===== src/rtl/sigan_pkg.sv =====
// Shared types and constants for the sigan gate/window controller.
package sigan_pkg;

    localparam int unsigned SIG_W = 16;

    localparam logic EDGE_RISE = 1'b1;
    localparam logic EDGE_FALL = 1'b0;

    typedef enum logic [1:0] {
        ARMED = 2'd0,
        OPEN  = 2'd1,
        CLOSE = 2'd2,
        DONE  = 2'd3
    } sigan_state_e;

    // True when prev->cur is a transition in the direction chosen by sel.
    function automatic logic edge_match(input logic prev, input logic cur, input logic sel);
        return (prev != cur) && (cur == (sel == EDGE_RISE));
    endfunction

endpackage


===== src/rtl/sigan_sync_edge.sv =====
// N-stage synchronizer for one asynchronous line with one-cycle rise/fall event pulses.
module sigan_sync_edge
    import sigan_pkg::*;
#(
    parameter int unsigned STAGES = 2
) (
    input  logic clock,
    input  logic reset,
    input  logic in_i,
    output logic rise_o,
    output logic fall_o
);

    logic [STAGES-1:0] sync_q;
    logic              last_q;

    always_ff @(posedge clock or negedge reset) begin
        if (!reset) begin
            sync_q <= '0;
            last_q <= 1'b0;
        end else begin
            sync_q <= {sync_q[STAGES-2:0], in_i};
            last_q <= sync_q[STAGES-1];
        end
    end

    assign rise_o = sync_q[STAGES-1] & ~last_q;
    assign fall_o = ~sync_q[STAGES-1] & last_q;

endmodule


===== src/rtl/sigan_gate_ctrl.sv =====
// Gate/window controller for the sigan signature datapath.
// Optional probe-clock timeout is built when SIGAN_TIMEOUT_EN is defined.
module sigan_gate_ctrl
    import sigan_pkg::*;
#(
    parameter int unsigned SYNC_STAGES = 2,
    parameter int unsigned CNT_W       = 16,
    parameter int unsigned TIMEOUT_CYC = 1000000
) (
    input  logic             clock,
    input  logic             reset,
    input  logic             probe_clock,
    input  logic             probe_start,
    input  logic             probe_stop,
    input  logic             probe_data,
    input  logic             clk_edge,
    input  logic             start_edge,
    input  logic             stop_edge,
    input  logic             hold,
    input  logic             rearm,
    input  logic [SIG_W-1:0] sig_value,
    output logic             sig_clear,
    output logic             sig_shift,
    output logic             sig_data,
    output logic [SIG_W-1:0] signature,
    output logic             valid,
    output logic             unstable,
    output logic             gate,
    output logic [CNT_W-1:0] window_len,
    output logic             overflow,
    output logic             no_clock
);

    localparam int unsigned LW = 3 * SYNC_STAGES;

    sigan_state_e state_q, state_d;

    logic             clk_rise, clk_fall, probe_ev;
    logic [LW-1:0]    line_sync_q;
    logic             line_start, line_stop, line_data;
    logic             start_smp_q, stop_smp_q;
    logic             start_ev, stop_ev, timeout;
    logic [2:0]       sel_q, sel_d, sel;
    logic [CNT_W-1:0] cnt_q, cnt_d, len_q, len_d;
    logic             cnt_ovf_q, cnt_ovf_d, ovf_q, ovf_d;
    logic             clear_q, clear_d, shift_q, shift_d, data_q, data_d;
    logic             gate_q, gate_d, valid_q, valid_d, unstable_q, unstable_d;
    logic             prev_valid_q, prev_valid_d;
    logic [SIG_W-1:0] sig_q, sig_d;

    sigan_sync_edge #(
        .STAGES (SYNC_STAGES)
    ) u_clk_sync (
        .clock  (clock),
        .reset  (reset),
        .in_i   (probe_clock),
        .rise_o (clk_rise),
        .fall_o (clk_fall)
    );

    // Start, stop and data share one shift chain, three bits per stage.
    assign {line_start, line_stop, line_data} = line_sync_q[LW-1 -: 3];

    // Edge selects follow the inputs while ARMED and freeze for the window.
    assign sel      = (state_q == ARMED) ? {clk_edge, start_edge, stop_edge} : sel_q;
    assign sel_d    = sel;
    assign probe_ev = (sel[2] == EDGE_FALL) ? clk_fall : clk_rise;
    assign start_ev = probe_ev && edge_match(start_smp_q, line_start, sel[1]);
    assign stop_ev  = probe_ev && edge_match(stop_smp_q, line_stop, sel[0]);

`ifdef SIGAN_TIMEOUT_EN
    localparam int unsigned TO_W = (TIMEOUT_CYC > 1) ? $clog2(TIMEOUT_CYC) : 1;

    logic [TO_W-1:0] to_cnt_q, to_cnt_d;
    logic            no_clock_q, no_clock_d;
    logic            watching;

    always_comb begin
        watching   = (state_q == ARMED) || (state_q == OPEN);
        timeout    = watching && !probe_ev && (to_cnt_q == TO_W'(TIMEOUT_CYC - 1));
        to_cnt_d   = (probe_ev || timeout || !watching) ? '0 : to_cnt_q + 1'b1;
        no_clock_d = no_clock_q;
        if (probe_ev) begin
            no_clock_d = 1'b0;
        end else if (timeout) begin
            no_clock_d = 1'b1;
        end
    end

    always_ff @(posedge clock or negedge reset) begin
        if (!reset) begin
            to_cnt_q   <= '0;
            no_clock_q <= 1'b0;
        end else begin
            to_cnt_q   <= to_cnt_d;
            no_clock_q <= no_clock_d;
        end
    end

    assign no_clock = no_clock_q;
`else
    assign timeout  = 1'b0;
    assign no_clock = 1'b0;
`endif

    always_comb begin
        state_d      = state_q;
        gate_d       = gate_q;
        clear_d      = 1'b0;
        shift_d      = 1'b0;
        data_d       = data_q;
        cnt_d        = cnt_q;
        cnt_ovf_d    = cnt_ovf_q;
        sig_d        = sig_q;
        valid_d      = valid_q;
        unstable_d   = unstable_q;
        len_d        = len_q;
        ovf_d        = ovf_q;
        prev_valid_d = prev_valid_q;

        unique case (state_q)
            ARMED: begin
                // A coincident stop event is dropped: start wins.
                if (start_ev) begin
                    clear_d   = 1'b1;
                    cnt_d     = '0;
                    cnt_ovf_d = 1'b0;
                    gate_d    = 1'b1;
                    state_d   = OPEN;
                end
            end
            OPEN: begin
                if (stop_ev) begin
                    gate_d  = 1'b0;
                    state_d = CLOSE;
                end else if (probe_ev) begin
                    shift_d = 1'b1;
                    data_d  = line_data;
                    if (cnt_q == {CNT_W{1'b1}}) begin
                        cnt_ovf_d = 1'b1;
                    end else begin
                        cnt_d = cnt_q + 1'b1;
                    end
                end
            end
            CLOSE: begin
                sig_d        = sig_value;
                len_d        = cnt_q;
                ovf_d        = cnt_ovf_q;
                valid_d      = 1'b1;
                unstable_d   = prev_valid_q && (sig_value != sig_q);
                prev_valid_d = 1'b1;
                state_d      = hold ? DONE : ARMED;
            end
            DONE: begin
                if (rearm) begin
                    state_d = ARMED;
                end
            end
            default: state_d = ARMED;
        endcase

        if (timeout) begin
            gate_d  = 1'b0;
            clear_d = 1'b0;
            shift_d = 1'b0;
            state_d = ARMED;
        end
    end

    always_ff @(posedge clock or negedge reset) begin
        if (!reset) begin
            state_q      <= ARMED;
            line_sync_q  <= '0;
            start_smp_q  <= 1'b0;
            stop_smp_q   <= 1'b0;
            sel_q        <= '0;
            cnt_q        <= '0;
            cnt_ovf_q    <= 1'b0;
            clear_q      <= 1'b0;
            shift_q      <= 1'b0;
            data_q       <= 1'b0;
            gate_q       <= 1'b0;
            sig_q        <= '0;
            valid_q      <= 1'b0;
            unstable_q   <= 1'b0;
            len_q        <= '0;
            ovf_q        <= 1'b0;
            prev_valid_q <= 1'b0;
        end else begin
            state_q      <= state_d;
            line_sync_q  <= {line_sync_q[LW-4:0], probe_start, probe_stop, probe_data};
            if (probe_ev) begin
                start_smp_q <= line_start;
                stop_smp_q  <= line_stop;
            end
            sel_q        <= sel_d;
            cnt_q        <= cnt_d;
            cnt_ovf_q    <= cnt_ovf_d;
            clear_q      <= clear_d;
            shift_q      <= shift_d;
            data_q       <= data_d;
            gate_q       <= gate_d;
            sig_q        <= sig_d;
            valid_q      <= valid_d;
            unstable_q   <= unstable_d;
            len_q        <= len_d;
            ovf_q        <= ovf_d;
            prev_valid_q <= prev_valid_d;
        end
    end

    assign sig_clear  = clear_q;
    assign sig_shift  = shift_q;
    assign sig_data   = data_q;
    assign signature  = sig_q;
    assign valid      = valid_q;
    assign unstable   = unstable_q;
    assign gate       = gate_q;
    assign window_len = len_q;
    assign overflow   = ovf_q;

endmodule


===== config.mk =====
export PLATFORM = sky130hd
export DESIGN_NAME = sigan_gate_ctrl
export DESIGN_NICKNAME = d
export VERILOG_FILES = /design/src/rtl/sigan_pkg.sv /design/src/rtl/sigan_sync_edge.sv /design/src/rtl/sigan_gate_ctrl.sv
export SDC_FILE = /design/constraint.sdc
export NUM_CORES = 1
export LEC_CHECK = 0
export BUFFER_PORTS_ARGS = -buffer_cell sky130_fd_sc_hd__buf_2
export CELL_PAD_IN_SITES_DETAIL_PLACEMENT = 1
export CELL_PAD_IN_SITES_GLOBAL_PLACEMENT = 1
export CORE_ASPECT_RATIO = 1.25
export CORE_MARGIN = 3
export CORE_UTILIZATION = 40
export DETAILED_ROUTE_END_ITERATION = 10
export GPL_ROUTABILITY_DRIVEN = 1
export MAX_ROUTING_LAYER = met4
export PLACE_DENSITY = 0.72
export SYNTH_ARGS = -nofsm -noshare
export SYNTH_HDL_FRONTEND = slang
export SYNTH_SLANG_ARGS = --single-unit

===== constraint.sdc =====
create_clock -name clock -period 4.1 [get_ports clock]
set_input_delay 0.615 -clock clock [delete_from_list [all_inputs] [get_ports clock]]
set_output_delay 0.615 -clock clock [all_outputs]
set_load 0.05 [all_outputs]

* Yosys cells after proc, flatten, opt, wreduce, memory -nomap -nowiden
Cells that the tools add are included. W data, S select, Z words.
Cells by class: add/subtract/negate cells 1, eq/ne operators 16, muxes and demuxes 25, bitwise logic cells 5, reductions and logical operators 12
Operator list (number):
- $mux W16 | 4
- $pmux W16 S2 | 1
- $add A16 B1 Y16 const B | 1
- $eq A16 B16 Y1 const B | 1
- $ne A16 B16 Y1 | 1
- $ne A2 B2 Y1 const B | 7
- $mux W1 | 12
- $reduce_and A5 Y1 | 2
- $reduce_and A3 Y1 | 3
- $mux W2 | 4
- $pmux W2 S4 | 1
- $logic_and A1 B1 Y1 | 5
- $eq A2 B2 Y1 const B | 2
- $pmux W1 S2 | 2
- $mux W3 | 1
- $not A1 Y1 | 3
- $and A1 B1 Y1 | 2
- $eq A1 B1 Y1 | 2
- $eq A2 B1 Y1 const B | 1
- $logic_not A2 Y1 | 1
- $ne A1 B1 Y1 | 2
- $reduce_bool A2 Y1 | 1
Storage, ports and cells: flip-flop bits (word level) 72

* Longest topological paths before layout
word-level depth 7, depth in mapped cells 7, gate-level depth less buffers 6

* Modules after synthesis
From an unflattened synthesis, not the netlist that was laid out.
Unflattened totals: cells, all modules 335, area total of the unflattened synthesis 3215.6 sq um
Modules (own cells, without submodules):
- sigan_gate_ctrl | instances 1, cells an instance 330, area an instance 3125.5 sq um, seq. area each 1701.6 sq um
- sigan_sync_edge | instances 1, cells an instance 5, area an instance 90.1 sq um, seq. area each 75.1 sq um

* Worst setup path after synthesis
OpenSTA, ideal clock, no wires.
kind input to register, from input port clk_edge, to register cnt_q[14], setup time 0.079 ns, arrival 1.951 ns, setup slack 2.069 ns, cell stages on the path 6, buffers on the path 1, cell sequence or3b_4 -> a21oi_4 -> o211ai_4 -> buf_6 -> nor4_1 -> mux2i_1
On the way: word-level cells in the longest chain between the ends 5, elaborated cells between the ends (all ways) 8, those cells by class eq/ne (3); mux (2); reduce/logical (3)
RTL lines:
- start: declaration | line sigan_gate_ctrl.sv:16 | input logic clk_edge,
- $mux W3 * | line sigan_gate_ctrl.sv:65 | assign sel = (state_q == ARMED) ? {clk_edge, start_edge, stop_edge} : sel_q;
- $mux W1 * | line sigan_gate_ctrl.sv:67 | assign probe_ev = (sel[2] == EDGE_FALL) ? clk_fall : clk_rise;
- $logic_and A1 B1 Y1, on equally long branches | line sigan_gate_ctrl.sv:69, sigan_gate_ctrl.sv:68
- $ne A2 B2 Y1 (no source line)
- $reduce_and A5 Y1 (no source line) *
- end signal: assignment | line sigan_gate_ctrl.sv:198 | cnt_q <= cnt_d;
- end: declaration | line sigan_gate_ctrl.sv:44 | logic [CNT_W-1:0] cnt_q, cnt_d, len_q, len_d;
Every way passes the cells marked *; elsewhere a longest branch is shown, timed or not. A chain may end at the register's enable or synchronous reset.

* Final worst setup path
from register state_q[0], to register cnt_q[12]
On the way: word-level cells in the longest chain between the ends 7, elaborated cells between the ends (all ways) 17, those cells by class eq/ne (7); mux (3); reduce/logical (7)
RTL lines:
- start: declaration | line sigan_gate_ctrl.sv:36 | sigan_state_e state_q, state_d;
- start signal: assignment | line sigan_gate_ctrl.sv:191 | state_q <= state_d;
- $logic_not A2 Y1 | line sigan_gate_ctrl.sv:65, sigan_gate_ctrl.sv:121
- $mux W3 | line sigan_gate_ctrl.sv:65
- $eq A1 B1 Y1 | line sigan_pkg.sv:18 | return (prev != cur) && (cur == (sel == EDGE_RISE));
- $logic_and A1 B1 Y1 | line sigan_pkg.sv:18
- $logic_and A1 B1 Y1, on equally long branches | line sigan_gate_ctrl.sv:69, sigan_gate_ctrl.sv:68
- $ne A2 B2 Y1 (no source line)
- $reduce_and A5 Y1 (no source line)
Parallel ways exist; a longest one is shown, timed or not.

==> flow_metrics.tcl <==
set metrics [dict create \
    drt_wl_total_um 7020 \
    fillers 877 \
    outcome "finished clean" \
    clk_pin_slew_ns 0.08 \
    areaGrowthSynthToFinish_pct 19.8 \
    fin_crit_sh_pct 56.1 \
    dieHeight_um 106 \
    vias 2360 \
    power_density_nw_per_um2 694 \
    wl_met2_um 3480 \
    grt_pass1_wl_um 12000 \
    crit_path_start_kind "register" \
    overflow 0 \
    multiInputGateArea_sq_um 1340 \
    htree_num_levels 3 \
    drv_cap 0 \
    cp.arrival_ns 2.57 \
    pin_count 67 \
    fmax_mhz 435 \
    worst_pin_slew_ns 0.940 \
    netlist.top_cell.by_area "dfrtp_1" \
    holdCritPathClass "input port to asynchronous set/reset pin" \
    syn_area_sq_um 3190 \
    ctsHoldBuffers 0 \
    p_leak_nw 1.78 \
    drive_gt1_share_pct 37.3 \
    fin_setup_tns_ns 0 \
    nets 361 \
    top_layer "met4" \
    place_inst 414 \
    slew-limit-headroom_pct 37.3 \
    rsz0062_at_grt "false" \
    syn-instance-count 265 \
    antenna_found_initial 0 \
    fp.coreArea_sq_um 7580 \
    ant_nets 0 \
    finalWorstSetupSlack_ns 1.80 \
    cts_tree "built" \
    path_class "register to register" \
    clkLatencyLatePin_ns 0.34 \
    holdWs_ns 0.275 \
    antenna_cells 0 \
    worstPathRequired_ns 4.37 \
    avgRoutedWirePerCell_um 16.3 \
    routabilityCongestion 0.775 \
    fp-row-count 35 \
    utilization_pct 50.5 \
    yosysSeqAreaShare_pct 55.6 \
    pre_cts_ws_ns 1.65 \
    instances_no_fill 430 \
    start_util_pct 42.2 \
    hold_violations 0 \
    cts_made_buffers 9 \
    die_x_um 85.9 \
    grt_max_degree 41 \
    drc_errors 0 \
    wl_met3_um 362 \
    r2r_setup_slack_ns 1.80 \
    avgViaCountPerCell 5.49 \
    cts_root_buf "clkbuf_8" \
    slew_viol_final 0 \
    ys_seq_elements 71 \
    synth_edf_count 0 \
    ir_drop_mv 0.421 \
    path_cells "nor2b_1, and3_1, nand4_1, or4_1, a21oi_1" \
    port_buffers 65 \
    clk_path_buf_depth 2 \
    slowest_stage "dfrtp_1" \
    post_cts_resized 0 \
    synthArstFlopShare_pct 100 \
    postSynthAreaPerCell_sq_um 12.1 \
    netlist-cell-type-count 51 \
    slowest_delay_ns 0.54 \
    endpoint_kind "register" \
    synth.top_cell.area_share_pct 55.6 \
    fin_skew_ns 0.00960 \
    synth_area_leaders "dfrtp_1, mux2_2, xnor2_1" \
    cts_setup_buffers 0 \
    dieArea_sq_um 9100 \
    first_iter_violations 58 \
    firstDrtPassIters 6 \
    seq_area_sq_um 1780 \
    crit_path_max_fanout 9 \
    ys.flop_type "dfrtp_1" \
    yosys_warnings 0 \
    fin_crit_ns 2.30 \
    grt_usage_pct 17.1 \
    finalSetupViolations 0 \
    clock_sinks 71 \
    syn_nets 293 \
    grt_pass1_vias 2506 \
    wirelength_met1_um 3050 \
    dp_hpwl_um 4900 \
]
final timing paths:
kind	endpoint	startpoint	cells past startpoint
setup / recovery	cnt_q[12]$_DFFE_PN0P_	state_q[0]$_DFFE_PN0P_	5
hold / removal	signature[13]$_DFFE_PN0N_	reset	1
setup reg to reg	cnt_q[12]$_DFFE_PN0P_	state_q[0]$_DFFE_PN0P_	5
hold reg to reg	line_sync_q[5]$_DFF_PN0_	line_sync_q[2]$_DFF_PN0_	0
max in group asynchronous	cnt_q[3]$_DFFE_PN0P_	reset	2
min in group clock	line_sync_q[5]$_DFF_PN0_	line_sync_q[2]$_DFF_PN0_	0
stage by stage:
step / instance area [sq um] / power (W)
after floorplan: 3190 / 0.00181
after global placement: 3600 / 0.00203
after detailed placement: 3600 / 0.00207
after CTS: 3830 / 0.00269
after global routing: 3830 / 0.00282
final: 3830 / 0.00266
final cells by class:
| type | count | share of cell area (%) |
|---|---|---|
| clock buffers | 11 | 3.69 |
| clock inverters | 5 | 2.12 |
| inverters | 7 | 0.686 |
| multi-input cells | 176 | 35.0 |
| flip-flops and latches | 71 | 46.4 |
| well taps | 92 | 3.01 |
| repair buffers | 68 | 9.09 |
critical path, delay by kind of cell (launching register included):
| family | cells | cell delay [ns] |
|---|---|---|
| compound gates | 1 | 0.16 |
| flops | 1 | 0.54 |
| simple gates | 4 | 1.53 |
sequential cells by signal, summed over array words and instances (netlist names):
register           cells
cnt_q                 16
signature             16
window_len            16
line_sync_q            6
sel_q                  2
state_q                2
u_clk_sync.sync_q      2
cnt_ovf_q              1
gate                   1
overflow               1
prev_valid_q           1
sig_clear              1
sig_data               1
sig_shift              1
start_smp_q            1
stop_smp_q             1
u_clk_sync.last_q      1
unstable               1
report_power, final:
part | switching (W) | internal [W]
registers | 0.000137 | 0.000865
logic | 0.000713 | 0.000325
clock network | 0.000258 | 0.000359
layer usage:
metal  vias up  global-route usage, %
li1       1108                      -
met1      1175                   20.7
met2        64                   27.5
met3        13                   3.64
met4         0                   7.01
met5         -                      -
Yosys cell counts, drive strengths merged, types with 4 or more instances:
cell,n
a21oi,8
nand3,5
inv,7
nand2b,5
o31ai,6
mux2,32
clkbuf,7
nor2,6
dfrtp,71
o21ai,14
or3,4
or4,7
nand2,19
xnor2,16
nand4,15
buf,4
placed cells by master (no fill, tap or decap), types with 2 or more instances in the layout:
cell type  instances
and3b_1            2
inv_1              7
or4_1              6
dfrtp_1           71
nand3_1            5
xnor2_1           16
nand2b_1           3
o31ai_1            6
o21ai_0           13
or2_2              2
clkbuf_8          10
a211oi_1           2
nand2_1           19
bufinv_16          2
nor3b_1            2
o41ai_1            2
nor2_1             6
a21oi_1            7
buf_4              3
mux2_2            32
nand4_1           15
buf_2             65
mux2i_1            3
or3_1              3
a31oi_1            3
nor4_1             3
cell families (layout without fill, tap and decap cells):
| family | Yosys count | after routing | synth area share [%] |
|---|---|---|---|
| xor+xnor | 16 | 16 | 4.39 |
| mux | 35 | 35 | 12.2 |
| buf+inv | 18 | 91 | 2.55 |
| simple gates | 78 | 78 | 14.7 |
| compound gates | 45 | 45 | 9.99 |
| fa+ha+maj | 1 | 1 | 0.392 |
| flops | 71 | 71 | 55.6 |
| other cells | 1 | 1 | 0.117 |
Note: power is estimated with default switching activity, not from simulation.
